$ cat config.mk
export PLATFORM = sky130hd
export DESIGN_NAME = data_mem_arbiter
export DESIGN_NICKNAME = d
export VERILOG_FILES = /design/src/rtl/data_mem_arbiter.sv
export SDC_FILE = /design/constraint.sdc
export NUM_CORES = 1
export LEC_CHECK = 0
export ABC_AREA = 1
export CAP_MARGIN = 20
export CORE_ASPECT_RATIO = 0.75
export CORE_MARGIN = 1.5
export CORE_UTILIZATION = 41
export DETAILED_ROUTE_END_ITERATION = 7
export GPL_TIMING_DRIVEN = 0
export HOLD_SLACK_MARGIN = 0.05
export PLACE_DENSITY = 0.87
export RECOVER_POWER = 25
export SYNTH_ARGS = -nofsm -noshare
export SYNTH_HDL_FRONTEND = slang
export SYNTH_SLANG_ARGS = --single-unit
$ cat constraint.sdc
create_clock -name clk -period 1.4 [get_ports clk]
set_input_delay 0.28 -clock clk [delete_from_list [all_inputs] [get_ports clk]]
set_output_delay 0.28 -clock clk [all_outputs]
set_load 0.01 [all_outputs]
$ cat src/rtl/data_mem_arbiter.sv
// -----------------------------------------------------------------------------
// data_mem_arbiter
//
// Purpose:
//   Two-requester arbiter and sequencer in front of the byte-addressed data
//   memory. Port 0 is the core load/store unit, port 1 the program/debug
//   loader. One request is granted per cycle (round-robin when both ask).
//   The winning command is registered (stage A -> B), driven to the memory
//   in stage B, and a one-cycle response pulse is returned to the owner in
//   stage C. Full throughput, no backpressure.
//
// Optional feature:
//   DATA_MEM_ARB_ALIGN_CHECK_EN - when defined, misaligned word/half commands
//   are flagged at grant, never issued to memory, and answered with rerr=1.
//   When undefined, misaligned commands are forwarded unchanged.
//
// Ports:
//   clk, rst_n            clock, asynchronous active-low reset
//   pX_req/we/size/addr/wd  command from requester X (held until granted)
//   pX_gnt                command accepted this cycle
//   pX_rvalid/rdata/rerr  one-cycle response to requester X
//   mem_we/size/addr/wd   command to memory (idle values when stage B empty)
//   mem_rd                combinational read data from memory
//
// Size encoding: 000 word, 001 signed half, 010 unsigned half,
//                011 signed byte, 100 unsigned byte, 101-111 illegal.
// -----------------------------------------------------------------------------
module data_mem_arbiter #(
  parameter int ADDR_WIDTH = 32,
  parameter int BYTE_SIZE  = 4
) (
  input  logic                    clk,
  input  logic                    rst_n,
  // requester 0 (load/store unit)
  input  logic                    p0_req,
  input  logic                    p0_we,
  input  logic [2:0]              p0_size,
  input  logic [ADDR_WIDTH-1:0]   p0_addr,
  input  logic [BYTE_SIZE*8-1:0]  p0_wd,
  output logic                    p0_gnt,
  output logic                    p0_rvalid,
  output logic [BYTE_SIZE*8-1:0]  p0_rdata,
  output logic                    p0_rerr,
  // requester 1 (program/debug loader)
  input  logic                    p1_req,
  input  logic                    p1_we,
  input  logic [2:0]              p1_size,
  input  logic [ADDR_WIDTH-1:0]   p1_addr,
  input  logic [BYTE_SIZE*8-1:0]  p1_wd,
  output logic                    p1_gnt,
  output logic                    p1_rvalid,
  output logic [BYTE_SIZE*8-1:0]  p1_rdata,
  output logic                    p1_rerr,
  // data memory
  output logic                    mem_we,
  output logic [2:0]              mem_size,
  output logic [ADDR_WIDTH-1:0]   mem_addr,
  output logic [BYTE_SIZE*8-1:0]  mem_wd,
  input  logic [BYTE_SIZE*8-1:0]  mem_rd
);

  localparam int DW = BYTE_SIZE * 8;

  localparam logic [2:0] SZ_WORD  = 3'b000;
  localparam logic [2:0] SZ_SHALF = 3'b001;
  localparam logic [2:0] SZ_UHALF = 3'b010;
  localparam logic [2:0] SZ_UBYTE = 3'b100;

  // ---------------------------------------------------------------------------
  // State
  // ---------------------------------------------------------------------------
  // Round-robin pointer: 0 -> port 0 wins a contested cycle, 1 -> port 1.
  logic                  r_rrPtr;

  // Command register (stage B contents)
  logic                  r_cmdValid;
  logic                  r_cmdOwner;
  logic                  r_cmdWe;
  logic [2:0]            r_cmdSize;
  logic [ADDR_WIDTH-1:0] r_cmdAddr;
  logic [DW-1:0]         r_cmdWd;

  // Response register (stage C contents)
  logic                  r_rspValid;
  logic                  r_rspOwner;
  logic [DW-1:0]         r_rspData;
  logic                  r_rspErr;

  // ---------------------------------------------------------------------------
  // Stage A wires
  // ---------------------------------------------------------------------------
  logic                  w_gnt0;
  logic                  w_gnt1;
  logic                  w_anyGnt;
  logic                  w_aWe;
  logic [2:0]            w_aSize;
  logic [ADDR_WIDTH-1:0] w_aAddr;
  logic [DW-1:0]         w_aWd;

  // Stage B wires
  logic                  w_cmdMisalign;
  logic                  w_issue;
  logic                  w_sizeLegal;
  logic                  w_bErr;
  logic                  w_bLoadData;

  // ---------------------------------------------------------------------------
  // Stage A: combinational arbitration.
  // Grants are held low during reset so every output reads 0 while rst_n is
  // asserted, even if requesters keep their req lines high.
  // ---------------------------------------------------------------------------
  always_comb begin
    w_gnt0 = 1'b0;
    w_gnt1 = 1'b0;
    if (rst_n) begin
      if (p0_req && (!p1_req || !r_rrPtr)) begin
        w_gnt0 = 1'b1;
      end else if (p1_req) begin
        w_gnt1 = 1'b1;
      end
    end
  end

  assign w_anyGnt = w_gnt0 | w_gnt1;
  assign p0_gnt   = w_gnt0;
  assign p1_gnt   = w_gnt1;

  // Winner's command fields; port 0 is the default when nobody is granted,
  // which does not matter because nothing is captured then.
  always_comb begin
    w_aWe   = p0_we;
    w_aSize = p0_size;
    w_aAddr = p0_addr;
    w_aWd   = p0_wd;
    if (w_gnt1) begin
      w_aWe   = p1_we;
      w_aSize = p1_size;
      w_aAddr = p1_addr;
      w_aWd   = p1_wd;
    end
  end

  // Pointer always points away from the last winner; idle cycles keep it.
  always_ff @(posedge clk or negedge rst_n) begin
    if (!rst_n) begin
      r_rrPtr <= 1'b0;
    end else if (w_anyGnt) begin
      r_rrPtr <= w_gnt0;
    end
  end

  // Command register: valid follows the grant every cycle, the payload is
  // only loaded on a grant.
  always_ff @(posedge clk or negedge rst_n) begin
    if (!rst_n) begin
      r_cmdValid <= 1'b0;
      r_cmdOwner <= 1'b0;
      r_cmdWe    <= 1'b0;
      r_cmdSize  <= 3'b000;
      r_cmdAddr  <= '0;
      r_cmdWd    <= '0;
    end else begin
      r_cmdValid <= w_anyGnt;
      if (w_anyGnt) begin
        r_cmdOwner <= w_gnt1;
        r_cmdWe    <= w_aWe;
        r_cmdSize  <= w_aSize;
        r_cmdAddr  <= w_aAddr;
        r_cmdWd    <= w_aWd;
      end
    end
  end

`ifdef DATA_MEM_ARB_ALIGN_CHECK_EN
  // Misalignment is decided at grant time and travels with the command.
  logic w_aMisalign;
  logic r_cmdMisalign;

  always_comb begin
    w_aMisalign = 1'b0;
    if (w_aSize == SZ_WORD) begin
      w_aMisalign = (w_aAddr[1:0] != 2'b00);
    end else if ((w_aSize == SZ_SHALF) || (w_aSize == SZ_UHALF)) begin
      w_aMisalign = w_aAddr[0];
    end
  end

  always_ff @(posedge clk or negedge rst_n) begin
    if (!rst_n) begin
      r_cmdMisalign <= 1'b0;
    end else if (w_anyGnt) begin
      r_cmdMisalign <= w_aMisalign;
    end
  end

  assign w_cmdMisalign = r_cmdMisalign;
`else
  assign w_cmdMisalign = 1'b0;
`endif

  // ---------------------------------------------------------------------------
  // Stage B: drive memory from the command register.
  // A suppressed (misaligned) command leaves the memory bus idle but still
  // produces a response.
  // ---------------------------------------------------------------------------
  assign w_issue     = r_cmdValid & ~w_cmdMisalign;
  assign w_sizeLegal = (r_cmdSize <= SZ_UBYTE);
  assign w_bErr      = ~w_sizeLegal | w_cmdMisalign;
  assign w_bLoadData = w_issue & ~r_cmdWe & w_sizeLegal;

  assign mem_we   = w_issue & r_cmdWe;
  assign mem_size = w_issue ? r_cmdSize : 3'b000;
  assign mem_addr = w_issue ? r_cmdAddr : '0;
  assign mem_wd   = w_issue ? r_cmdWd   : '0;

  // Response register: load data is captured at the same edge that commits
  // a store, so a store followed by a load to the same address is coherent.
  always_ff @(posedge clk or negedge rst_n) begin
    if (!rst_n) begin
      r_rspValid <= 1'b0;
      r_rspOwner <= 1'b0;
      r_rspData  <= '0;
      r_rspErr   <= 1'b0;
    end else begin
      r_rspValid <= r_cmdValid;
      r_rspOwner <= r_cmdOwner;
      r_rspErr   <= r_cmdValid & w_bErr;
      r_rspData  <= w_bLoadData ? mem_rd : '0;
    end
  end

  // ---------------------------------------------------------------------------
  // Stage C: route the response to its owner only.
  // ---------------------------------------------------------------------------
  assign p0_rvalid = r_rspValid & ~r_rspOwner;
  assign p1_rvalid = r_rspValid &  r_rspOwner;
  assign p0_rdata  = p0_rvalid ? r_rspData : '0;
  assign p1_rdata  = p1_rvalid ? r_rspData : '0;
  assign p0_rerr   = p0_rvalid & r_rspErr;
  assign p1_rerr   = p1_rvalid & r_rspErr;

  // ---------------------------------------------------------------------------
  // Protocol invariants
  // ---------------------------------------------------------------------------
  gntOneHot: assert property (@(posedge clk) disable iff (!rst_n)
    !(p0_gnt && p1_gnt));
  gntNeedsReq: assert property (@(posedge clk) disable iff (!rst_n)
    (!p0_gnt || p0_req) && (!p1_gnt || p1_req));
  rvalidOneHot: assert property (@(posedge clk) disable iff (!rst_n)
    !(p0_rvalid && p1_rvalid));

endmodule
# After elaboration in Yosys (flattened, before gate mapping)
# Index checks and enable logic that the tools add are counted.
[op_classes]
shifts = 0
n_eq_ne = 0
n_mux = 15
div = 0
bitwise = 12
add_sub_neg = 0
order_cmp = 1
mul = 0
reduce_logical = 4
[op_table]
columns = ["cell", "n"]
rows = [
  ["2-to-1 mux 32 bit", 7],
  ["bitwise AND 1 bit", 8],
  ["2-to-1 mux 1 bit", 6],
  ["2-to-1 mux 3 bit", 2],
  ["<= comparator 3 bit, second input constant", 1],
  ["inverter 1 bit", 3],
  ["zero test 1 bit", 2],
  ["logical AND 1 bit", 1],
  ["logical OR 1 bit", 1],
  ["bitwise OR 1 bit", 1],
]
[word_totals]
wordCells = 43
inputBits = 172
rom_bits = 0
latch_bits = 0
memories = 0
output_inout_bits = 138
regBits = 106
mem_bits_rw = 0

# Longest topological paths before layout
# Gate-level depths: netlist of the first run.
[logic_depth]
word_depth = 6
mapped_depth = 8
mapped_depth_nobuf = 6

# Least setup slack after synthesis of the first run
# Ideal clock, no wire load.
[synth_timing]
kind = "register to output"
from = "reg r_rspOwner"
to = "out p0_rdata[10]"
n_path_buf = 1
setup_slack_ns = 0.031
stages_incl_launch_ff = 5
arrival_ns = 1.089
required_time_ns = 1.120
path_cell_list = "dfrtp_1 -> nor2_1 -> inv_1 -> buf_1 -> nor2_1"
[synth_between]
elab_chain_len = 3
[synth_rtl]
columns = ["element", "line_no", "text"]
rows = [
  ["start, declared", "85", "logic r_rspOwner;"],
  ["start signal, assigned", "226", "r_rspOwner <= r_cmdOwner;"],
  ["inverter 1 bit", "235", "assign p0_rvalid = r_rspValid & ~r_rspOwner;"],
  ["bitwise AND 1 bit", "235", ""],
  ["named net p0_rvalid", "41", "output logic p0_rvalid,"],
  ["2-to-1 mux 32 bit", "237", "assign p0_rdata = p0_rvalid ? r_rspData : '0;"],
  ["end, declared", "42", "output logic [BYTE_SIZE*8-1:0] p0_rdata,"],
]
# The timed path passes the listed nets, and every way through them passes these cells.

# Worst setup path in the final report of the first run
[layout_timing]
from = "reg r_rspOwner"
to = "out p0_rdata[4]"
[layout_between]
elab_chain_len = 3
[layout_rtl]
columns = ["element", "line_no"]
rows = [
  ["inverter 1 bit", "235"],
  ["bitwise AND 1 bit", "235"],
  ["2-to-1 mux 32 bit", "237"],
]
# Every way passes these cells.

==> metrics.cfg, run 1 <==
[sta]
setup_violations = 137
timing.fmax_mhz = 577
post-route-min-period_ns = 1.73
drv_slew = 0
rsz0062_at_grt = true
setup_slack_ns = -0.334
finalClockSkew_ns = 0.00898
whs_ns = 0.327
final-hold-violation-count = 0
worst_slew_pin_slew_ns = 0.714
relSlewSlack_pct = 52.4
fin_crit_sh_pct = 124

[outcome]
violations = negative setup slack
status = finished, violations left

[cells_and_area]
nFillCells = 1092
finalInstanceArea_sq_um = 10600
antenna_cells = 0
syn_to_final_growth_pct = 74.3
layout.nets = 1491
drive_above_1_share_pct = 28.5
layout.cells.non_filler = 1524
seq_area_sq_um = 2650
multi_input_area_sq_um = 2530
finish.utilization_pct = 73.4

[die]
die_h_um = 109
pin_count = 310
dieArea_sq_um = 15600
die_width_um = 144
row_count = 38
core-area_sq_um = 14500
start_util_pct = 42.1

[synthesis]
ys_warn_count = 0
synthArstFlopShare_pct = 100
synth-edff-count = 0
yosysTopAreaCellShare_pct = 43.4
synth_ff_type = dfrtp_1
syn_area_sq_um = 6110
synthTopCellsByArea = dfrtp_1, nand2_1, inv_1
syn_inst = 957
synth.yosys.seq_area_share_pct = 43.4
yosys.cell_count.top_type = nand2_1
yosys-top-cells-count = nand2_1, inv_1, nand3_1, dfrtp_1, nor2_1
synth_nets = 1129
ys_ff_latch = 106
synth_largest_area_cell = dfrtp_1
synth.distinct_cells = 14
avgSynthCellArea_sq_um = 6.38

[detailed_routing]
drc_errors = 0
via_per_inst = 4.60
wl_um = 22900
dr.pass1.iters = 5
postRouteAntennaNets = 0
wl_per_cell_um = 15.0
drtIter0Drc = 410
vias = 7016

[run]
maxCapViolations = 0

[power_and_ir_drop]
vdd_drop_max_mv = 0.708
p_per_area_nw_per_um2 = 899
p_leak_nw = 6.32

[grt]
grt_overflow = 0
grt_pass1_vias = 6418
grt_first_pass_wirelength_um = 32200
antenna_found_initial = 0
grt_max_degree = 61
grt_usage_pct = 26.8

[worst_setup_path]
critPathLaunchType = flip-flop
worstSetupEndpointType = primary output
worstPathMaxFanout = 7
arrival_ns = 1.45
required_ns = 1.12
worstSetupPathType = flip-flop to primary output

[min_path]
hold_class = input port to flip-flop

[clocking]
clk_path_buf_depth = 2
htree_levels = 3
clk_latency_ns = 0.34
cts_tree = yes
cts_sinks = 106
root_buffer = clkbuf_16
path_clk_slew_ns = 0.07
numCtsBuffers = 9

[place]
dpl.cell_count = 1467
gp_congestion = 0.882
portBuffers = 309
dp_hpwl_um = 16000
placed_area_sq_um = 9470
preCtsSetupSlack_ns = -1.15

-- critical path: stages (launching register included) --
cell     delay, ns
dfrtp_2       0.44
nor2_4        0.14
inv_4         0.08
buf_4         0.17
nor2_1        0.14
buf_2         0.15
-- kinds of logic after synthesis --
kind of cell,share of synthesized area (%)
flops,43.4
compound gates,0.0819
simple gates,35.0
buf+inv,21.4
-- cell usage in the layout (no fill, tap or decap), drive strengths merged --
cell             n
clkinv           2
dfrtp          106
dlygate4sd3      2
clkbuf          29
nand2          283
dlygate4sd2      2
bufinv           1
clkinvlp         2
o21ai            1
inv            277
clkdlybuf4s50  168
nor2           101
nand3          137
buf            213
-- path summary, 6_finish.rpt --
| check | cells after the start | startpoint | slack (ns) | endpoint |
|---|---|---|---|---|
| max | 5 | r_rspOwner | -0.33 | p0_rdata[4] |
| min | 3 | rst_n | 0.33 | r_rrPtr |
| max reg2reg | 8 | r_rrPtr | 0.04 | r_cmdWd[14] |
| min reg2reg | 0 | r_cmdOwner | 0.38 | r_rspOwner |
| max in group asynchronous | 3 | rst_n | 0.09 | r_rspData[7] |
| min in group asynchronous | 2 | rst_n | 0.66 | r_cmdWd[23] |
-- per-stage QoR --
stage	setup TNS, ns	total power [mW]
2_1_floorplan	0	4.89
3_3_place_gp	-839.79	6.24
3_5_place_dp	-116.82	6.32
4_1_cts	-32.08	9.14
5_1_grt	-37.94	10.1
6_report	-29.63	9.57
-- cell type report --
class / count / share of cell area [%]
plain buffers: 51 / 5.33
inverters: 277 / 9.84
flip-flops and latches: 106 / 24.9
repair buffers: 352 / 30.8
multi-input cells: 522 / 23.8
clock buffers: 11 / 2.38
clock inverters: 5 / 0.588
well taps: 200 / 2.35
-- flip-flops by register name, summed over array words and instances (netlist names) --
name	cells
r_rspData	32
r_rspErr	1
r_cmdWe	1
r_rspOwner	1
r_cmdOwner	1
r_rspValid	1
r_cmdAddr	32
r_rrPtr	1
r_cmdWd	32
r_cmdValid	1
r_cmdSize	3
-- metal layers --
layer / GRT usage, % / vias to the layer above / wire length, um
li1: - / 3430 / -
met4: 8.16 / 0 / 654
met2: 47.9 / 279 / 11600
met5: 0 / - / 0
met1: 31.3 / 3265 / 8830
met3: 7.51 / 42 / 1760
-- power by group --
part	internal [mW]	leakage, nW	total (mW)	switching, mW
logic	1.60	4.84	3.16	1.56
registers	3.47	1.34	3.78	0.305
clock network	1.49	0.148	2.63	1.14
total	6.57	6.32	9.57	3.00
-- what timing repair did --
item	4_1_cts	5_1_grt
resized for setup	715	195
endpoints found under the setup margin	237	205
setup buffers	23	5
gates cloned	5	6
pin swaps	7	7
endpoints found under the hold margin	46	46
No activity file was read; power rests on OpenSTA's default activity.
==> run 2, diff against run 1 <==
--- a/config.mk
+++ b/config.mk
@@ -6,7 +6,7 @@
 export NUM_CORES = 1
 export LEC_CHECK = 0
 export ABC_AREA = 1
-export CAP_MARGIN = 20
+export CAP_MARGIN = 25
 export CORE_ASPECT_RATIO = 0.75
 export CORE_MARGIN = 1.5
 export CORE_UTILIZATION = 41
==> results of run 2 <==
Same layout as run 1: the final DEF is identical, and so are final timing and power.
==> run 3, diff against run 2 <==
--- a/config.mk
+++ b/config.mk
@@ -7,13 +7,13 @@
 export LEC_CHECK = 0
 export ABC_AREA = 1
 export CAP_MARGIN = 25
-export CORE_ASPECT_RATIO = 0.75
-export CORE_MARGIN = 1.5
-export CORE_UTILIZATION = 41
+export CORE_AREA = 2 2 119 121
 export DETAILED_ROUTE_END_ITERATION = 7
+export DIE_AREA = 0 0 121 123
+export DONT_BUFFER_PORTS = 1
 export GPL_TIMING_DRIVEN = 0
 export HOLD_SLACK_MARGIN = 0.05
-export PLACE_DENSITY = 0.87
+export PLACE_DENSITY = 0.65
 export RECOVER_POWER = 25
 export SYNTH_ARGS = -nofsm -noshare
 export SYNTH_HDL_FRONTEND = slang
==> constraint.sdc (replaced) <==
create_clock -name clk -period 1.4 [get_ports clk]
set_input_delay 0.28 -clock clk [delete_from_list [all_inputs] [get_ports clk]]
set_output_delay 0.28 -clock clk [all_outputs]
set_load 0.1 [all_outputs]
==> metrics.cfg, run 3 (synthesis results as in run 1) <==
[grt]
grt_pass1_vias = 5625  ; -12%
grt_usage_pct = 25.3  ; -1.5 points
grt_max_degree = 109  ; +79%
grt_overflow = 0  ; unchanged
grt_first_pass_wirelength_um = 28800  ; -10%
antenna_found_initial = 0  ; unchanged

[clocking]
hold_buffers = 28
cts_sinks = 106  ; unchanged
path_clk_slew_ns = 0.07  ; about the same
clk_latency_ns = 0.35  ; about the same
numCtsBuffers = 9  ; unchanged
cts_tree = yes
htree_levels = 3  ; unchanged
clk_path_buf_depth = 2  ; unchanged
root_buffer = clkbuf_16

[place]
portBuffers = 0  ; -100%
dp_hpwl_um = 13000  ; -19%
preCtsSetupSlack_ns = -0.864  ; +0.283 ns
gp_congestion = 0.821  ; -6.9%
dpl.cell_count = 1139  ; -22%
placed_area_sq_um = 7840  ; -17%

[run]
maxCapViolations = 0  ; unchanged

[cells_and_area]
finalInstanceArea_sq_um = 9790  ; -8.0%
layout.nets = 1211  ; -19%
layout_commonest_cell = inv_1
syn_to_final_growth_pct = 60.3
layout.cells.non_filler = 1224  ; -20%
finish.utilization_pct = 71.9  ; -1.5 points
nFillCells = 1068  ; -2.2%
final_cell_mix = inv_1, nand2_1, nand3_1, dfrtp_1, clkinvlp_4
antenna_cells = 0  ; unchanged
reg_top3 = r_cmdAddr x32, r_cmdWd x32, r_rspData x32
drive_above_1_share_pct = 39.1  ; +11 points

[die]
die_width_um = 121  ; -16%
core-area_sq_um = 13600  ; -6.1%
row_count = 43  ; +13%
die_h_um = 123  ; +13%
pin_count = 310  ; unchanged
start_util_pct = 44.9  ; +2.8 points
dieArea_sq_um = 14900  ; -4.8%

[worst_setup_path]
ff2ff_path_depth = 10  ; +2
worstPathMaxFanout = 10  ; +3
r2r_slack_ns = -0.07  ; -0.11 ns
crit_top_cell = nor2_4
worstPathCellList = nor2_4 -> inv_6 -> buf_8 -> nor2_4
arrival_ns = 2.19  ; +0.74 ns
cpPeakStageDelay_ns = 0.57  ; +0.13 ns
critPathSlowestCell = nor2_4
worstSetupEndpointType = primary output
worstSetupPathType = flip-flop to primary output
r2r_start = r_rrPtr
critPathLaunchType = flip-flop
required_ns = 1.12  ; about the same
reg2reg_to = r_cmdAddr[22]

[detailed_routing]
wl_um = 19600  ; -14%
postRouteAntennaNets = 0  ; unchanged
dr.pass1.iters = 4  ; -1
vias = 5908  ; -16%
via_per_inst = 4.83  ; +4.8%
drtIter0Drc = 166  ; -60%
drc_errors = 0  ; unchanged
wl_per_cell_um = 16.0  ; +6.5%

[sta]
post-route-min-period_ns = 2.47  ; +0.736 ns
final-hold-violation-count = 106  ; +106
setup_violations = 198  ; +45%
rsz0062_at_grt = true
whs_ns = -0.379  ; -0.707 ns
fin_crit_sh_pct = 176  ; +53 points
finalClockSkew_ns = 0.00832  ; -0.000657 ns
setup_slack_ns = -1.07  ; -0.736 ns
worst_slew_pin_slew_ns = 0.727  ; +0.0125 ns
timing.fmax_mhz = 405  ; -30%
drv_slew = 0  ; unchanged
relSlewSlack_pct = 51.4  ; -0.95 points

[min_path]
hold_class = input port to async pin

[power_and_ir_drop]
vdd_drop_max_mv = 0.613  ; -13%
p_per_area_nw_per_um2 = 1170  ; +30%
p_leak_nw = 4.98  ; -21%

[outcome]
status = finished, violations left
violations = negative hold slack, negative setup slack

[run 3: worst max-delay path by stage]
stage / start / slack, ns / cells past startpoint / endpoint
finish: r_rspOwner / -1.07 / 4 / p0_rdata[23]
global route: r_rspValid / -1.13 / 5 / p0_rdata[7]
CTS: r_rspOwner / -1.10 / 4 / p0_rdata[8]
detailed placement: r_rspValid / -0.86 / 4 / p0_rdata[31]
global placement: r_rspOwner / -0.99 / 2 / p1_rerr
floorplan: r_rspValid / -0.71 / 4 / p0_rdata[0]
[run 3: layout make-up]
class	count	area [sq um]	share of cell area, %
multi-input combinational	522	3590	36.6
sequential	106	2650	27.1
inverter	277	1320	13.5
timing repair buffer	72	1020	10.4
buffer	51	668	6.83
clock buffer	11	243	2.48
tap	180	225	2.30
clock inverter	5	77.6	0.792
[run 3: routing by layer]
layer	vias up	routed length (um)	track usage (%)	part of all wire (%)
met1	2788	7580	29.3	39
li1	2881	-	-	-
met3	26	1110	5.21	5.7
met5	-	0	0	0
met2	213	10500	46.6	53
met4	0	438	8.79	2.2
[run 3: repair_timing]
| item | 4_1_cts | 5_1_grt |
|---|---|---|
| setup endpoints to repair | 158 | 238 |
| endpoints found under the hold margin | 134 | 106 |
| gates cloned | 9 | 8 |
| pin swaps | 34 | 59 |
| setup buffers | 23 | 4 |
| gates resized for setup | 91 | 139 |
[run 3: critical path, delay by kind of cell, from the launching register on]
kind	cells	cell delay (ns)
and+or+nand+nor	2	1.07
DFF	1	0.42
buffers and inverters	2	0.33
[run 3: metrics by stage]
| stage | power (mW) | setup TNS [ns] |
|---|---|---|
| CTS | 11.2 | -114.41 |
| detailed placement | 7.92 | -50.01 |
| finish | 11.5 | -97.52 |
| floorplan | 7.50 | -33.93 |
| global route | 11.9 | -108.21 |
| global placement | 7.87 | -50.95 |
[run 3: power by group]
| group | total, mW | switching [mW] | leakage [nW] | internal, mW |
|---|---|---|---|---|
| Sequential | 3.92 | 0.447 | 1.34 | 3.47 |
| Combinational | 4.82 | 3.49 | 3.49 | 1.33 |
| Clock | 2.75 | 1.14 | 0.156 | 1.61 |
